==> src/rtl/ex_stage_mc.sv <==
// EX stage with EX/MEM register, two-source operand forwarding and an iterative divider.
module ex_stage_mc #(
    parameter int unsigned XLEN   = 32,
    parameter int unsigned FWD_EN = 1,
    parameter int unsigned DIV_EN = 1
) (
    input  logic            clk_i,
    input  logic            rst_i,
    input  logic            busywait,
    input  logic            flush_i,
    input  logic            valid_i,
    input  logic [3:0]      op_i,
    input  logic            op1_sel_i,
    input  logic            op2_sel_i,
    input  logic [4:0]      rs1_label_i,
    input  logic [4:0]      rs2_label_i,
    input  logic [XLEN-1:0] rs1_value_i,
    input  logic [XLEN-1:0] rs2_value_i,
    input  logic [XLEN-1:0] pc_i,
    input  logic [XLEN-1:0] imm_i,
    input  logic [4:0]      rd_i,
    input  logic            reg_wb_en_i,
    input  logic            memwb_valid_i,
    input  logic            memwb_wb_en_i,
    input  logic [4:0]      memwb_rd_i,
    input  logic [XLEN-1:0] memwb_data_i,
    output logic            stall_o,
    output logic            valid_o,
    output logic [XLEN-1:0] result_o,
    output logic [XLEN-1:0] rs2_o,
    output logic [4:0]      rd_o,
    output logic            reg_wb_en_o
);

    localparam int unsigned SH_W  = $clog2(XLEN);
    localparam int unsigned CNT_W = $clog2(XLEN + 1);
    localparam logic [XLEN-1:0] MIN_NEG = {1'b1, {(XLEN-1){1'b0}}};

    localparam logic [3:0] OP_ADD  = 4'd0;
    localparam logic [3:0] OP_SUB  = 4'd1;
    localparam logic [3:0] OP_AND  = 4'd2;
    localparam logic [3:0] OP_OR   = 4'd3;
    localparam logic [3:0] OP_XOR  = 4'd4;
    localparam logic [3:0] OP_SLL  = 4'd5;
    localparam logic [3:0] OP_SRL  = 4'd6;
    localparam logic [3:0] OP_SRA  = 4'd7;
    localparam logic [3:0] OP_SLT  = 4'd8;
    localparam logic [3:0] OP_SLTU = 4'd9;
    localparam logic [3:0] OP_MUL  = 4'd10;
    localparam logic [3:0] OP_DIV  = 4'd11;
    localparam logic [3:0] OP_DIVU = 4'd12;
    localparam logic [3:0] OP_REM  = 4'd13;
    localparam logic [3:0] OP_REMU = 4'd14;
    localparam logic [3:0] OP_PASS = 4'd15;

    typedef enum logic [1:0] {
        S_IDLE = 2'd0,
        S_RUN  = 2'd1,
        S_DONE = 2'd2
    } state_t;

    state_t state_q, state_d;

    logic [XLEN-1:0]  rs1_fwd_c, rs2_fwd_c, op1_c, op2_c, alu_c;
    logic [SH_W-1:0]  shamt_c;
    logic             is_div_c, is_signed_c, special_c, start_c;
    logic             a_neg_c, b_neg_c;
    logic [XLEN-1:0]  abs_a_c, abs_b_c;

    logic [XLEN-1:0]  div_quo_q, div_rem_q, div_dvs_q;
    logic [CNT_W-1:0] cnt_q;
    logic             neg_q_q, neg_r_q, is_rem_q, div_wb_q;
    logic [4:0]       div_rd_q;

    logic [XLEN:0]    rem_sh_c;
    logic             ge_c;
    logic [XLEN-1:0]  rem_next_c, quo_next_c, div_res_c;

    // Operand forwarding: EX/MEM beats MEM/WB beats the register file.
    always_comb begin
        rs1_fwd_c = rs1_value_i;
        rs2_fwd_c = rs2_value_i;
        if (FWD_EN != 0) begin
            if (valid_o && reg_wb_en_o && rd_o != 5'd0 && rd_o == rs1_label_i)
                rs1_fwd_c = result_o;
            else if (memwb_valid_i && memwb_wb_en_i && memwb_rd_i != 5'd0 && memwb_rd_i == rs1_label_i)
                rs1_fwd_c = memwb_data_i;
            if (valid_o && reg_wb_en_o && rd_o != 5'd0 && rd_o == rs2_label_i)
                rs2_fwd_c = result_o;
            else if (memwb_valid_i && memwb_wb_en_i && memwb_rd_i != 5'd0 && memwb_rd_i == rs2_label_i)
                rs2_fwd_c = memwb_data_i;
        end
        op1_c   = op1_sel_i ? pc_i  : rs1_fwd_c;
        op2_c   = op2_sel_i ? imm_i : rs2_fwd_c;
        shamt_c = op2_c[SH_W-1:0];
    end

    // Single-cycle ALU; divide ops yield 0 here (used only when the divider is absent).
    always_comb begin
        alu_c = '0;
        case (op_i)
            OP_ADD:  alu_c = op1_c + op2_c;
            OP_SUB:  alu_c = op1_c - op2_c;
            OP_AND:  alu_c = op1_c & op2_c;
            OP_OR:   alu_c = op1_c | op2_c;
            OP_XOR:  alu_c = op1_c ^ op2_c;
            OP_SLL:  alu_c = op1_c << shamt_c;
            OP_SRL:  alu_c = op1_c >> shamt_c;
            OP_SRA:  alu_c = XLEN'($signed(op1_c) >>> shamt_c);
            OP_SLT:  alu_c = ($signed(op1_c) < $signed(op2_c)) ? XLEN'(1) : '0;
            OP_SLTU: alu_c = (op1_c < op2_c) ? XLEN'(1) : '0;
            OP_MUL:  alu_c = op1_c * op2_c;
            OP_PASS: alu_c = op2_c;
            default: alu_c = '0;
        endcase
    end

    // Divide start decode: sign handling and special-case detection.
    always_comb begin
        is_div_c    = (DIV_EN != 0) &&
                      (op_i == OP_DIV || op_i == OP_DIVU || op_i == OP_REM || op_i == OP_REMU);
        is_signed_c = (op_i == OP_DIV || op_i == OP_REM);
        a_neg_c     = is_signed_c && op1_c[XLEN-1];
        b_neg_c     = is_signed_c && op2_c[XLEN-1];
        abs_a_c     = a_neg_c ? (~op1_c + XLEN'(1)) : op1_c;
        abs_b_c     = b_neg_c ? (~op2_c + XLEN'(1)) : op2_c;
        special_c   = (op2_c == '0) || (is_signed_c && op1_c == MIN_NEG && op2_c == '1);
    end

    // One restoring-division step and the sign-corrected final result.
    always_comb begin
        rem_sh_c   = {div_rem_q, div_quo_q[XLEN-1]};
        ge_c       = rem_sh_c >= {1'b0, div_dvs_q};
        rem_next_c = ge_c ? (rem_sh_c[XLEN-1:0] - div_dvs_q) : rem_sh_c[XLEN-1:0];
        quo_next_c = {div_quo_q[XLEN-2:0], ge_c};
        if (is_rem_q)
            div_res_c = neg_r_q ? (~div_rem_q + XLEN'(1)) : div_rem_q;
        else
            div_res_c = neg_q_q ? (~div_quo_q + XLEN'(1)) : div_quo_q;
    end

    // Divider FSM state register.
    always_ff @(posedge clk_i) begin
        if (rst_i) state_q <= S_IDLE;
        else       state_q <= state_d;
    end

    // Divider FSM next state, stall and start strobe.
    always_comb begin
        state_d = state_q;
        stall_o = 1'b0;
        start_c = 1'b0;
        case (state_q)
            S_IDLE: begin
                if (valid_i && is_div_c && !flush_i) begin
                    start_c = 1'b1;
                    stall_o = 1'b1;
                    state_d = special_c ? S_DONE : S_RUN;
                end
            end
            S_RUN: begin
                stall_o = 1'b1;
                if (cnt_q == CNT_W'(1)) state_d = S_DONE;
            end
            S_DONE: begin
                if (!busywait) state_d = S_IDLE;
            end
            default: state_d = S_IDLE;
        endcase
        if (flush_i) state_d = S_IDLE;
    end

    // Divider operand/iteration registers.
    always_ff @(posedge clk_i) begin
        if (rst_i) begin
            div_quo_q <= '0;
            div_rem_q <= '0;
            div_dvs_q <= '0;
            cnt_q     <= '0;
            neg_q_q   <= 1'b0;
            neg_r_q   <= 1'b0;
            is_rem_q  <= 1'b0;
            div_wb_q  <= 1'b0;
            div_rd_q  <= '0;
        end else if (start_c) begin
            cnt_q     <= CNT_W'(XLEN);
            is_rem_q  <= (op_i == OP_REM || op_i == OP_REMU);
            div_wb_q  <= reg_wb_en_i;
            div_rd_q  <= rd_i;
            div_dvs_q <= abs_b_c;
            if (special_c) begin
                div_quo_q <= (op2_c == '0) ? '1 : op1_c;
                div_rem_q <= (op2_c == '0) ? op1_c : '0;
                neg_q_q   <= 1'b0;
                neg_r_q   <= 1'b0;
            end else begin
                div_quo_q <= abs_a_c;
                div_rem_q <= '0;
                neg_q_q   <= a_neg_c ^ b_neg_c;
                neg_r_q   <= a_neg_c;
            end
        end else if (state_q == S_RUN) begin
            div_quo_q <= quo_next_c;
            div_rem_q <= rem_next_c;
            cnt_q     <= cnt_q - CNT_W'(1);
        end
    end

    // EX/MEM pipeline register: flush bubbles, busywait holds, otherwise load.
    always_ff @(posedge clk_i) begin
        if (rst_i) begin
            valid_o     <= 1'b0;
            result_o    <= '0;
            rs2_o       <= '0;
            rd_o        <= '0;
            reg_wb_en_o <= 1'b0;
        end else if (flush_i) begin
            valid_o     <= 1'b0;
            reg_wb_en_o <= 1'b0;
        end else if (!busywait) begin
            if (state_q == S_DONE) begin
                valid_o     <= 1'b1;
                result_o    <= div_res_c;
                rs2_o       <= rs2_fwd_c;
                rd_o        <= div_rd_q;
                reg_wb_en_o <= div_wb_q;
            end else if (stall_o) begin
                valid_o     <= 1'b0;
                reg_wb_en_o <= 1'b0;
            end else begin
                valid_o     <= valid_i;
                result_o    <= alu_c;
                rs2_o       <= rs2_fwd_c;
                rd_o        <= rd_i;
                reg_wb_en_o <= valid_i && reg_wb_en_i;
            end
        end
    end

endmodule
==> config.mk <==
export PLATFORM = sky130hd
export DESIGN_NAME = ex_stage_mc
export DESIGN_NICKNAME = d
export VERILOG_FILES = /design/src/rtl/ex_stage_mc.sv
export SDC_FILE = /design/constraint.sdc
export NUM_CORES = 2
export LEC_CHECK = 0
export BUFFER_PORTS_ARGS = -buffer_cell sky130_fd_sc_hd__buf_2
export CORE_ASPECT_RATIO = 1.25
export CORE_MARGIN = 2
export CORE_UTILIZATION = 30
export DETAILED_ROUTE_END_ITERATION = 16
export GPL_TIMING_DRIVEN = 1
export SYNTH_ARGS = -nofsm -noshare
export SYNTH_HDL_FRONTEND = slang
export SYNTH_SLANG_ARGS = --single-unit
==> constraint.sdc <==
create_clock -name clk_i -period 13.45 [get_ports clk_i]
set_clock_uncertainty 0.15 [all_clocks]
set_input_delay 0.6725 -clock clk_i [delete_from_list [all_inputs] [get_ports clk_i]]
set_output_delay 0.6725 -clock clk_i [all_outputs]
set_load 0.005 [all_outputs]
# Word level (Yosys, flattened, before mapping)
# Cells that the tools add are included.
# totals
out_inout_bits	72
word_cells	146
ff_bits	184
inputBits	194
# classes
n_bitwise	10
n_reduce_logical	32
n_addsub	8
mul	1
order_cmp	3
eq_ne	28
n_shift	3
n_mux	45
# op_table
cell	n
$mux 32	24
$pmux 32 s12	1
$add 32x1->32 const B	4
$not 32->32	4
$eq 32x32->1 const B	2
$lt 32x32->1	2
$sub 32x32->32	2
$ge 33x32->1	1
$add 32x32->32	1
$and 32x32->32	1
$eq 4x4->1 const B	8
$logic_not 32->1	1
$mul 32x32->32	1
$or 32x32->32	1
$shl 32x5->32	1
$shr 32x5->32	1
$sshr 32x5->32	1
$xor 32x32->32	1
$eq 5x5->1	4
$eq 4x3->1 const B	4
$logic_and 1x1->1	15
$mux 6	2
$mux 1	10
$mux 5	2
other kinds (21)	36

# Logic depth before layout (Yosys ltp)
# depth
ltp_word	13
depth_mapped	40
ltp_nobuf	33

# Worst setup path after synthesis
# No wires, ideal clock.
# synth_timing
path_kind	input to register
start	in memwb_rd_i[0]
end	reg result_o[28]
n_path_buf	7
setup_time_ns	0.106
arrival_time_ns	9.720
path_slack_ns	3.474
path_stages	35
cell_sequence	or4_4 > o211a_1 > buf_6 > buf_2 > buf_2 > nand3_1 > a31oi_1 > mux2i_1 > buf_2 > buf_1 > clkbuf_1 > buf_1 > nor2_1 > fa_1 > inv_1 > fa_1 > fa_1 > fa_1 > inv_1 > ha_1 > ha_1 > fa_1 > fa_1 > ha_1 > a21o_1 > a21oi_1 > nor4b_1 > o311ai_0 > a31oi_1 > o31ai_1 > a211o_1 > a311o_1 > a21oi_1 > xor2_1 > o311ai_0
# synth_between
elab_chain_len	10
elab_cells_between_ends	24
classes_between	add/sub (2); mul (1); eq/ne (2); shift (3); mux (9); bitwise (3); reduce/logical (4)
# synth_lines
item	line_no	source
start: declaration	25	input logic [4:0] memwb_rd_i,
$reduce_bool 5->1	86, 90	
$logic_and 1x1->1	86, 90	
$logic_and 1x1->1, on equally long branches	86, 90	
$mux 32, on equally long branches	86, 90	
$mux 32, on equally long branches	84, 88	
$mux 32, on equally long branches	93, 94	
$mul 32x32->32 (tied with other cells)	112	OP_MUL: alu_c = op1_c * op2_c;
$pmux 32 s12 *	101	case (op_i)
$mux 32 *	227	end else if (stall_o) begin
$mux 32 *	221	if (state_q == S_DONE) begin
end signal: assignment	223	result_o <= div_res_c;
end signal: assignment	232	result_o <= alu_c;
end: declaration	29	output logic [XLEN-1:0] result_o,
# Every way passes the cells marked *; elsewhere a longest branch is shown, timed or not. The select of a mux whose other input is x is not followed.
# A chain may end at the register's enable or synchronous reset.

# Worst setup path in the final report
# layout_timing
start	reg rd_o[0]
end	reg result_o[24]
# layout_between
elab_chain_len	9
elab_cells_between_ends	22
classes_between	add/sub (2); mul (1); eq/ne (2); shift (3); mux (7); bitwise (3); reduce/logical (4)
# layout_lines
item	line_no	source
start: declaration	31	output logic [4:0] rd_o,
start signal: assignment	225	rd_o <= div_rd_q;
start signal: assignment	234	rd_o <= rd_i;
$reduce_bool 5->1	84, 88	
$logic_and 1x1->1	84, 88	
$logic_and 1x1->1, on equally long branches	84, 88	
$mux 32, on equally long branches	84, 88	
$mux 32, on equally long branches	93, 94	
$mul 32x32->32 (tied with other cells)	112	
$pmux 32 s12 *	101	
$mux 32 *	227	
$mux 32 *	221	
# Marks and branches as above.

==> metrics <==
Slew HR=~19%; area of the die=between 0.1 and 0.15 mm^2; DP HPWL=~170000 um; Die Height=between 400 and 500 um; cts repair resizes=0; clock-pin slew on the worst setup and hold paths=about 0.080 ns; clock buffer depth=2; Port-buffer cells=around 270; grt met1 use=roughly 37%; most frequent cell on the critical path=fa_1; commonest non-fill, non-tap cell in the layout=nor2_1; Finish-stage setup viols=0; Placed Cells=between 6000 and 7000; Cell Area, Synth=around 0.038 mm^2; cell family with most CP delay=adder cells; clock root cell=clkbuf_16; Yosys top cell area share=a little over a fifth; RSZ-0062 raised after global routing=no; area growth from synthesis to layout=10.95%; wirelength, routed=220600 um; vias per inst=between 6 and 7; Ports=approximately 270; CTS tree=done; Power Dens Cells=roughly 350 mW/mm^2; top cells by area, synth=fa_1 (21%), dfxtp_1 (9.6%), ha_1 (8.5%); Non-Filler Instances=roughly 6900; vias in the first global route=41530; GRT busiest layer=met2; outcome=completed; hold bufs inserted after CTS=0; pre-CTS WS=between 2 and 2.5 ns; Req. time, crit path=13.62 ns; Final Hold Vio Count=0; core area=around 0.13 mm^2; Yosys reg bits=between 150 and 200; Routability Congestion=roughly 1.1; peak supply drop=approximately 0.72 mV; Post-DRT Antenna Nets=0; largest net degree at the start of global routing=roughly 120; met3 usage=under 10%; gr usage total=around 33%; Initial Util=30.23%; reg2reg start=rd_o[0]; DRT iter0 DRCs=between 4000 and 5000; WP buf/inv=5; crit start category=flip-flop; Async SR Flop Fraction=0%; drt pass-1 iters=6; Die W=between 300 and 400 um; EDFF count, synth=0; Arr. time, crit path=approximately 12 ns; initial antenna violation count=9; Min-Delay Startpoint=reg_wb_en_i; period utilization=roughly 85%; crit path max fanout=just over 40; Final Power=14700 uW; grt ovf=0; r2r setup slk=between 1.5 and 2 ns; final setup margin=approximately 2.0 ns; leading area contributor after synthesis=fa_1; Hold Path Class=in -> reg; clock latency on the worst-skew pair=a little under 0.5 ns; syn_nets=slightly below 6000; CP max stage delay=between 0.7 and 0.8 ns; maxcap violations=0; Ys Warns=0; Slew @ Worst Pin=about 1.2 ns; most frequent cells in the layout=nor2_1 (633), nand2_1 (549), inv_1 (515); Post-CTS Setup Bufs=0; Final min period=approximately 11 ns; clock buffer count from CTS=17; share of cells above drive strength 1=between 10% and 20%; DR vias=about 42000; first-pass GRT wire length=roughly 310000 um; Synth Flop Type=dfxtp_1; Setup TNS Final=0 ns; Fillers=~14000; Routed wire per std cell=31.99 um; Worst setup EP type=flip-flop; Worst path slowest cell=o211ai_1; Clock H-tree levels=4; Yosys cell types=just under 100; sequential fraction of the synthesis area=under 10%; Max Slew Vio Count=0; Final #Nets=just over 6000; DRC viols=0; Global Route met2 Usage=52.08%; Setup crit start=rd_o[0]; P_leak=0.01863 uW; Syn Inst Count=between 5000 and 6000; Peak Freq=slightly below 90 MHz; syn avg cell area=approximately 7.5 um^2; Rows=roughly 150; clock sinks=around 180; Setup Crit Path Kind=reg -> reg
-- metal layers --
metal / share of wire (%) / wire [um] / up-vias
met5: 0.031 / 69 / -
met4: 11 / 25060 / 12
met3: 9.6 / 21100 / 907
met2: 44 / 97090 / 2755
met1: 35 / 77280 / 20470
li1: - / - / 17620
-- Yosys cell counts, drive strengths merged (24+ instances only) --
master	n
a211oi	55
a21boi	29
a21o	65
a21oi	297
a221oi	59
a22oi	36
a311oi	34
a31oi	62
and3	24
buf	100
clkbuf	260
dfxtp	184
fa	411
ha	259
inv	527
mux2i	164
nand2	549
nand3	88
nand4	35
nor2	638
nor2b	24
nor3	113
nor4	30
o211ai	43
o21ai	249
o21bai	29
o221ai	33
o22ai	62
o31ai	44
xnor2	193
xor2	61
-- area by class of cell --
cell class	count	area [um^2]	share of cell area [%]
Antenna cell	11	27.53	0.06474
Clock buffer	18	429.2	1.009
Clock inverter	14	178.9	0.4208
Inverter	543	2038	4.794
Multi-Input combinational cell	3991	31430	73.93
Sequential cell	184	3685	8.666
Tap cell	1702	2130	5.009
Timing Repair Buffer	432	2596	6.106
-- worst paths after layout --
check | depth (start not counted) | to
worst max register to register | 31 | result_o[24]
worst max-delay path | 31 | result_o[24]
worst min-delay path | 3 | div_wb_q
worst min register to register | 2 | div_dvs_q[21]
-- power breakdown --
group,switching [uW],total (uW),internal [uW]
registers,80.7,655,574
logic,7910,13500,5580
clock network,275,559,284
total,8260,14700,6440
-- registers in the layout (all words and copies together) (netlist names), 2 cells and up --
register,flops
rd_o,5
rs2_o,32
state_q,2
div_rem_q,32
div_quo_q,32
result_o,32
div_dvs_q,32
cnt_q,6
div_rd_q,5
-- worst register-to-register path, delay by kind of cell (launching register included) --
kind / cells / cell delay, ns
and+or+nand+nor: 5 / 2.39
adders and majority gates: 9 / 3.85
DFF: 1 / 0.41
AOI/OAI and AO/OA: 11 / 3.16
buffers and inverters: 5 / 1.05
xor gates and xnor gates: 1 / 0.27
-- cell families (layout without fill, tap and decap cells) --
kind of cell	after synthesis	after routing	synth area share, %
adders and majority gates	670	670	29.93
and+or+nand+nor	1612	1612	18.34
other	0	11	0
buffers and inverters	903	1007	9.093
xor gates and xnor gates	256	256	5.922
muxes	182	182	4.989
DFF	184	184	9.612
AOI/OAI and AO/OA	1271	1271	22.12
-- per-stage QoR --
step	area, um^2	utilization, %	hold slack [ns]
after detailed placement	41880	33.03	0.2940
after global routing	42500	33.52	0.3107
final	42520	33.54	0.2923
after CTS	42480	33.51	0.2861
after global placement	41850	33.01	0.2910
after floorplan	38320	-	0.2819
No activity file was read; power rests on OpenSTA's default activity.
